## src/rtl/key_char_queue_pkg.sv

```systemverilog
// rtl/key_char_queue_pkg.sv - shared game character codes and char-code type
package key_char_queue_pkg;

    typedef logic [4:0] char_t;

    localparam char_t CH_NONE  = 5'd0;
    localparam char_t CH_SPACE = 5'd27;
    localparam char_t CH_BKSP  = 5'd28;
    localparam char_t CH_ENTER = 5'd29;

endpackage

```

## src/rtl/key_char_queue_scan_to_char.sv

```systemverilog
// rtl/key_char_queue_scan_to_char.sv - combinational PS/2 set-2 scan code to char code lookup
module scan_to_char
    import key_char_queue_pkg::*;
(
    input  logic [7:0] scan,
    output char_t      code
);

    always_comb begin
        code = CH_NONE;
        case (scan)
            8'h1C: code = 5'd1;
            8'h32: code = 5'd2;
            8'h21: code = 5'd3;
            8'h23: code = 5'd4;
            8'h24: code = 5'd5;
            8'h2B: code = 5'd6;
            8'h34: code = 5'd7;
            8'h33: code = 5'd8;
            8'h43: code = 5'd9;
            8'h3B: code = 5'd10;
            8'h42: code = 5'd11;
            8'h4B: code = 5'd12;
            8'h3A: code = 5'd13;
            8'h31: code = 5'd14;
            8'h44: code = 5'd15;
            8'h4D: code = 5'd16;
            8'h15: code = 5'd17;
            8'h2D: code = 5'd18;
            8'h1B: code = 5'd19;
            8'h2C: code = 5'd20;
            8'h3C: code = 5'd21;
            8'h2A: code = 5'd22;
            8'h1D: code = 5'd23;
            8'h22: code = 5'd24;
            8'h35: code = 5'd25;
            8'h1A: code = 5'd26;
            8'h29: code = CH_SPACE;
            8'h66: code = CH_BKSP;
            8'h5A: code = CH_ENTER;
            default: code = CH_NONE;
        endcase
    end

endmodule

```

## src/rtl/key_char_queue.sv

```systemverilog
// rtl/key_char_queue.sv - scan-code decode, typematic repeat filter and character FIFO
module key_char_queue
    import key_char_queue_pkg::*;
#(
    parameter int DEPTH = 4
) (
    input  logic                     clk,
    input  logic                     rst,
    input  logic                     enable,
    input  logic                     key_valid,
    input  logic [7:0]               last_change,
    input  logic [127:0]             key_down,
    output char_t                    char_code,
    output logic                     char_valid,
    input  logic                     char_ready,
    output logic [7:0]               drop_cnt,
    output logic [$clog2(DEPTH):0]   level
);

    localparam int AW = $clog2(DEPTH);
    localparam int CW = AW + 1;
    localparam logic [CW-1:0] FULL_LEVEL = CW'(DEPTH);

    char_t          dec_code;
    logic           down_bit;
    logic           make_ev;
    logic           brk_ev;
    logic           repeat_hit;
    logic           accept;

    logic [7:0]     last_code;
    logic           held;
    logic           s1_valid;
    char_t          s1_code;

    char_t          mem [DEPTH];
    logic [AW-1:0]  rd_ptr;
    logic [AW-1:0]  wr_ptr;
    logic           push;
    logic           pop;
    logic           full;
    logic           wr_en;
    logic [CW-1:0]  level_nxt;

    scan_to_char u_scan_to_char (
        .scan (last_change),
        .code (dec_code)
    );

    // Codes above 7F have no entry in the held map and are never makes.
    assign down_bit   = last_change[7] ? 1'b0 : key_down[last_change[6:0]];
    assign make_ev    = key_valid && down_bit;
    assign brk_ev     = key_valid && !down_bit;
    assign repeat_hit = held && (last_code == last_change);
    assign accept     = make_ev && (dec_code != CH_NONE) && !repeat_hit;

    always_ff @(posedge clk) begin
        if (!rst) begin
            s1_valid  <= 1'b0;
            s1_code   <= CH_NONE;
            last_code <= 8'h00;
            held      <= 1'b0;
        end else if (!enable) begin
            s1_valid <= 1'b0;
            held     <= 1'b0;
        end else begin
            s1_valid <= accept;
            if (accept) begin
                s1_code   <= dec_code;
                last_code <= last_change;
                held      <= 1'b1;
            end else if (brk_ev && (last_change == last_code)) begin
                held <= 1'b0;
            end
        end
    end

    assign push  = s1_valid && enable;
    assign pop   = char_valid && char_ready;
    assign full  = (level == FULL_LEVEL);
    // When full, a simultaneous pop frees the head slot that wr_ptr aliases.
    assign wr_en = rst && push && (!full || pop);

    always_comb begin
        level_nxt = level;
        if (wr_en && !pop)
            level_nxt = level + 1'b1;
        else if (!wr_en && pop)
            level_nxt = level - 1'b1;
    end

    always_ff @(posedge clk) begin
        if (wr_en)
            mem[wr_ptr] <= s1_code;
    end

    always_ff @(posedge clk) begin
        if (!rst) begin
            rd_ptr     <= '0;
            wr_ptr     <= '0;
            level      <= '0;
            char_valid <= 1'b0;
            drop_cnt   <= 8'd0;
        end else if (!enable) begin
            rd_ptr     <= '0;
            wr_ptr     <= '0;
            level      <= '0;
            char_valid <= 1'b0;
        end else begin
            if (wr_en)
                wr_ptr <= wr_ptr + 1'b1;
            if (pop)
                rd_ptr <= rd_ptr + 1'b1;
            if (push && full && !pop && (drop_cnt != 8'hFF))
                drop_cnt <= drop_cnt + 8'd1;
            level      <= level_nxt;
            char_valid <= (level_nxt != '0);
        end
    end

    assign char_code = char_valid ? mem[rd_ptr] : CH_NONE;

endmodule

```

## config.mk

```make
export PLATFORM = sky130hd
export DESIGN_NAME = key_char_queue
export DESIGN_NICKNAME = d
export VERILOG_FILES = /design/src/rtl/key_char_queue_pkg.sv /design/src/rtl/key_char_queue_scan_to_char.sv /design/src/rtl/key_char_queue.sv
export SDC_FILE = /design/constraint.sdc
export NUM_CORES = 1
export LEC_CHECK = 0
export BUFFER_PORTS_ARGS = -buffer_cell sky130_fd_sc_hd__buf_2
export CORE_MARGIN = 2
export CORE_UTILIZATION = 40
export CTS_CLUSTER_DIAMETER = 100
export CTS_CLUSTER_SIZE = 12
export DETAILED_ROUTE_END_ITERATION = 12
export GPL_TIMING_DRIVEN = 0
export PLACE_DENSITY_LB_ADDON = 0.15
export SETUP_SLACK_MARGIN = 0.3
export SLEW_MARGIN = 20
export SYNTH_ARGS = -nofsm -noshare
export SYNTH_HDL_FRONTEND = slang
export SYNTH_HIERARCHICAL = 1
export SYNTH_SLANG_ARGS = --single-unit
```

## constraint.sdc

```tcl
create_clock -name clk -period 3.5 [get_ports clk]
set_clock_uncertainty 0.1 [all_clocks]
set_input_delay 0.525 -clock clk [delete_from_list [all_inputs] [get_ports clk]]
set_output_delay 0.525 -clock clk [all_outputs]
set_load 0.1 [all_outputs]
```

# After elaboration in Yosys (flattened, before gate mapping)
# Memories as Yosys holds them, arrays and structs flattened. A register that Yosys moved wholly into a read port is not among the register bits.
# Cells that the tools add are included.
# W data, S select, Z words.
[word_totals]
ff_bits = 31
latch_bits = 0
mem_bits_rw = 20
rom_bits = 640
in_bits = 141
wordCells = 61
n_memories = 2
[mem_list]
columns = ["name", "words", "width", "rd", "rd_ports_with_merged_regs", "write_ports", "line_no", "rtl"]
rows = [
  ["(name not given)", 128, 5, 1, 0, 0, "key_char_queue_scan_to_char.sv:11", "case (scan)"],
  ["mem", 4, 5, 1, 1, 1, "key_char_queue.sv:36", "char_t mem [DEPTH];"],
]
[op_classes]
addsub = 5
n_mul = 0
div_mod_pow = 0
n_lt_le_gt_ge = 1
eq_ne = 4
shifts = 0
n_mux = 13
bitwise = 0
n_reduce_logical = 27
[op_table]
columns = ["cell", "n"]
rows = [
  ["$eq A8 B8 Y1", 2],
  ["$logic_and A1 B1 Y1", 15],
  ["$mux W5", 2],
  ["$add A8 B1 Y8 const B", 1],
  ["$lt A7 B8 Y1 const B", 1],
  ["$ne A8 B8 Y1 const B", 1],
  ["$bmux W1 S7", 1],
  ["$mux W1", 6],
  ["$mux W3", 2],
  ["$reduce_and A2 Y1", 3],
  ["$logic_not A1 Y1", 5],
  ["$reduce_bool A5 Y1", 1],
  ["$add A2 B1 Y2 const B", 2],
  ["$mux W2", 2],
  ["$add A3 B1 Y3 const B", 1],
  ["$eq A3 B3 Y1 const B", 1],
  ["$reduce_bool A3 Y1", 1],
  ["$sub A3 B1 Y3 const B", 1],
  ["$reduce_bool A2 Y1", 1],
  ["$logic_or A1 B1 Y1", 1],
]

# Logic depth before layout (Yosys ltp)
[logic_depth]
depth_word = 9
ltp_mapped = 14

# Cells and area by module
# The synthesis kept the hierarchy.
[by_module_without_submodules]
columns = ["module", "instances", "cells_each", "area_each_um2"]
rows = [
  ["key_char_queue", 1, 371, 3582.2],
  ["scan_to_char", 1, 87, 581.8],
]

# Least setup slack after synthesis
# No wires, ideal clock.
[synth_path]
kind = "input -> register"
from = "in last_change[1]"
to = "reg s1_valid"
t_arrival_ps = 3016
required_ps = 3285
slack_ps = 269
cell_stages = 13
n_path_buf = 3
path_cell_list = "inv_2 > ha_1 > buf_2 > mux4_2 > and3_1 > a211oi_2 > a311oi_1 > or4_1 > o21a_1 > and4_1 > buf_4 > buf_12 > and2_1"
[synth_between]
elab_cells_between_ends = 12
[synth_rtl]
columns = ["item", "line_no", "rtl"]
rows = [
  ["start: declaration", "key_char_queue.sv:11", "input logic [7:0] last_change,"],
  ["$mem_v2 Z128 W5", "--", ""],
  ["$mux W5", "key_char_queue_scan_to_char.sv:11", ""],
  ["named net dec_code[2]", "key_char_queue.sv:24", "char_t dec_code;"],
  ["$reduce_bool A5 Y1", "key_char_queue.sv:55", "assign accept = make_ev && (dec_code != CH_NONE) && !repeat_hit;"],
  ["$logic_and A1 B1 Y1 (2 in a row)", "key_char_queue.sv:55", ""],
  ["end signal: assignment", "key_char_queue.sv:67", "s1_valid <= accept;"],
  ["end: declaration", "key_char_queue.sv:33", "logic s1_valid;"],
]
# The timed path passes the listed nets, and every way through them passes these cells. The select of a mux whose other input is x is not followed.
# A chain may end at the register's enable or synchronous reset.

# Final worst setup path
[layout_path]
from = "in last_change[1]"
to = "reg s1_code[3]"
[layout_between]
elab_cells_between_ends = 13
[layout_rtl]
columns = ["item", "line_no", "rtl"]
rows = [
  ["$mem_v2 Z128 W5", "--", ""],
  ["$mux W5", "key_char_queue_scan_to_char.sv:11", ""],
  ["named net dec_code[2]", "key_char_queue.sv:24", ""],
  ["$reduce_bool A5 Y1", "key_char_queue.sv:55", ""],
  ["$logic_and A1 B1 Y1 (2 in a row)", "key_char_queue.sv:55", ""],
  ["$reduce_and A2 Y1 (no source line)", "--", ""],
  ["end signal: assignment", "key_char_queue.sv:69", "s1_code <= dec_code;"],
  ["end: declaration", "key_char_queue.sv:34", "char_t s1_code;"],
]
# The timed path passes the listed nets, and every way through them passes these cells. The select of a mux whose other input is x is not followed.

==> flow_metrics.env <==
export IMPL_p_int_uw=951
export IMPL_final_cells=757
export IMPL_cts_root_buf="clkbuf_8"
export IMPL_pwr_share_seq_pct=47.2
export IMPL_multi_input_area_um2=2650
export IMPL_run_status="finished clean"
export IMPL_drtIter0Drc=158
export IMPL_synth_area_leader_cell="mux2i_1"
export IMPL_finalHoldWorstSlack_ns=0.366
export IMPL_ys_top_cells_by_count="mux2i_1, nand2_1, dfxtp_1"
export IMPL_routed_wl_mm=11.2
export IMPL_clock_latency_ns=0.30
export IMPL_p_switching_uw=408
export IMPL_combPwrFrac_pct=27.4
export IMPL_syn_to_final_growth_pct=25.8
export IMPL_cts_path_max_buffers=2
export IMPL_overflow=0
export IMPL_hold_viol_final=0
export IMPL_path_clk_slew_ns=0.09
export IMPL_critPathCaptureType="flop"
export IMPL_synthCells=458
export IMPL_synth_top_area_share_pct=19.0
export IMPL_worst_pin_slew_ns=0.572
export IMPL_antenna_found_initial=0
export IMPL_avgSynthCellArea_um2=9.09
export IMPL_post_place_cells=749
export IMPL_final_layout_size_suffix_gt1_share_pct=32.4
export IMPL_die_w_um=106
export IMPL_seq_area_um2=1260
export IMPL_power_uw=1360
export IMPL_r2r_cells=8
export IMPL_p_leak_uw=0.00227
export IMPL_cts_tree="done"
export IMPL_num_vias=4035
export IMPL_synth_area_top_cells="mux2i_1, dfxtp_1, edfxtp_1, nand2_1, a22oi_1"
export IMPL_synth_seq_cells=53
export IMPL_cts_setup_buffers=0
export IMPL_hold_depth=2
export IMPL_maxSlewHeadroom_pct=61.4
export IMPL_synth_edf_count=20
export IMPL_grt_pass1_vias=4107
export IMPL_cp_start_kind="input pin"
export IMPL_detail_route_antenna_nets=0
export IMPL_yosysMostFrequentCell="mux2i_1"
export IMPL_grt_usage_pct=20.4
export IMPL_detailedPlacementHpwl_mm=9.14
export IMPL_portBuffers=155
export IMPL_crit_required_ns=3.60
export IMPL_post_dp_cell_area_um2=5120
export IMPL_die_h_um=106
export IMPL_grt_max_degree=18
export IMPL_fin_crit_ns=3.06
export IMPL_rsz0062_at_grt="false"
export IMPL_p_clk_share_pct=25.4
export IMPL_pin_count=158
export IMPL_fin_area_um2=5240
export IMPL_async_flop_share_pct=0
export IMPL_cp_data_arrival_time_ns=3.16
export IMPL_crit_type="input pin to flop"
export IMPL_routed_via_density=5.33
export IMPL_finalSetupViolations=0
export IMPL_syn_nets=611
export IMPL_cap_viol_max_count=0
export IMPL_routedWlPerCell_um=14.8
export IMPL_netlist_area_um2=4160
export IMPL_grt_pass1_wl_mm=19.0
export IMPL_fillerInstances=999
export IMPL_p_per_area_nw_per_um2=259
export IMPL_drcViolationCount=0
export IMPL_worstPathMaxFanout=14
export IMPL_p_sw_share_pct=30.0
export IMPL_drv_slew=0
export IMPL_num_rows=37
export IMPL_post_route_period_util_pct=87.4
export IMPL_fmax_ghz=0.327
export IMPL_gp_congestion=0.864
export IMPL_yosys_warnings=6
export IMPL_drt_pass1_iterations=4
export IMPL_vdd_drop_max_mv=0.137
export IMPL_h_tree_depth=2
export IMPL_die_area_um2=11200
export IMPL_synth_distinct_cells=63
export IMPL_core_area_um2=10200
export IMPL_diodes=0
export IMPL_seq_area_frac_synth_pct=30.3
export IMPL_clock_sinks=53
export IMPL_ys_flop_type="dfxtp_1"
export IMPL_hold_path_class="flop to flop"
export IMPL_numCtsBuffers=5
export IMPL_fin_nets=773
export IMPL_initial_core_util_pct=40.7
final cells by class:
type                            count  share of cell area (%)
Buffer                             36                    4.42
Clock buffer                        5                    1.31
Clock inverter                      3                   0.406
Inverter                           13                   0.931
Multi-Input combinational cell    356                    50.6
Sequential cell                    53                    24.1
Tap cell                          136                    3.25
Timing Repair Buffer              155                    15.0
layout by cell type (no fill, tap or decap), types with 2 or more instances in the layout:
cell type	netlist	routed
o22ai_1	3	3
nor3b_1	2	2
nor3_1	3	3
ha_1	12	11
buf_2	6	158
nand2_1	59	59
clkbuf_1	14	14
o31ai_1	3	3
mux2i_1	79	78
clkbuf_8	0	5
a22oi_1	24	24
or2_1	2	2
a2111oi_0	6	6
or3_1	2	2
dfxtp_1	33	33
nand4b_1	2	2
buf_6	4	6
nand3_1	13	13
inv_1	11	11
xor2_1	3	3
inv_2	2	2
edfxtp_1	20	20
nand2b_1	3	3
buf_4	8	7
a311oi_1	4	3
clkbuf_2	2	2
o21ai_0	7	7
a311oi_2	1	2
o221ai_1	2	2
o21ai_1	2	2
nor2_1	21	21
a21oi_1	16	16
a211oi_1	3	3
mux4_2	6	6
xnor2_1	15	15
and2_1	19	19
nor2b_1	7	7
nand4_1	12	12
per-layer routing:
layer | global-route usage (%) | up-vias | wire length (um)
met4 | 5.92 | 0 | 221
met5 | 0 | - | 0
met3 | 2.33 | 22 | 589
met1 | 25.7 | 1851 | 4730
li1 | - | 2005 | -
met2 | 36.7 | 157 | 5690
logic make-up after synthesis:
family,Yosys count,synth area share (%)
adder cells (fa/ha/maj),12,3.61
flip-flops,53,30.3
buffers and inverters,49,6.49
AND/OR/NAND/NOR,153,18.0
AO/OA/AOI/OAI,87,15.3
multiplexers,86,22.5
XOR/XNOR,18,3.79
flip-flops by register name, indices dropped and copies added (netlist names), named ones only:
name / flops
mem: 20
last_code: 8
level: 3
rd_ptr: 2
char_valid: 1
s1_valid: 1
wr_ptr: 2
held: 1
s1_code: 5
drop_cnt: 8
power by group through the flow:
stage | Clock [uW] | Sequential [uW] | Combinational [uW]
2_1_floorplan | 0 | 663 | 225
3_3_place_gp | 0 | 656 | 366
3_5_place_dp | 0 | 656 | 369
4_1_cts | 356 | 642 | 371
5_1_grt | 382 | 643 | 410
6_report | 345 | 642 | 372
metrics by stage:
| step | utilization (%) | setup slack [ns] | TNS (ns) |
|---|---|---|---|
| final | 51.2 | 0.442 | 0 |
| after global routing | 51.2 | 0.333 | 0 |
| after CTS | 51.1 | 0.308 | 0 |
| after detailed placement | 50.1 | -0.150 | -1.19 |
| after global placement | 50.1 | -0.142 | -1.04 |
| after floorplan | - | 0.321 | 0 |
what timing repair did:
action,CTS,global route
pin swaps,0,3
endpoints found under the setup margin,10,10
resized for setup,3,4
hold buffers,0,0
gates cloned,0,0
critical path, cell delays in order:
cell      delay (ns)
buf_8           0.12
inv_2           0.07
ha_1            0.19
buf_6           0.13
mux4_2          0.45
and3_4          0.16
a211oi_2        0.16
a311oi_2        0.07
or4_1           0.50
o21a_1          0.19
and4_1          0.16
buf_6           0.14
buf_12          0.14
mux2i_2         0.14
final timing paths:
| check | startpoint | endpoint | slack, ns |
|---|---|---|---|
| hold / removal | last_code[7]$_SDFFE_PN0P_ | last_code[7]$_SDFFE_PN0P_ | 0.37 |
| setup reg to reg | level[1]$_SDFF_PN0_ | drop_cnt[5]$_SDFFE_PN0P_ | 1.19 |
| hold reg to reg | last_code[7]$_SDFFE_PN0P_ | last_code[7]$_SDFFE_PN0P_ | 0.37 |
| setup / recovery | last_change[1] | s1_code[3]$_SDFFE_PN0P_ | 0.44 |
Note: power is estimated with default switching activity, not from simulation.
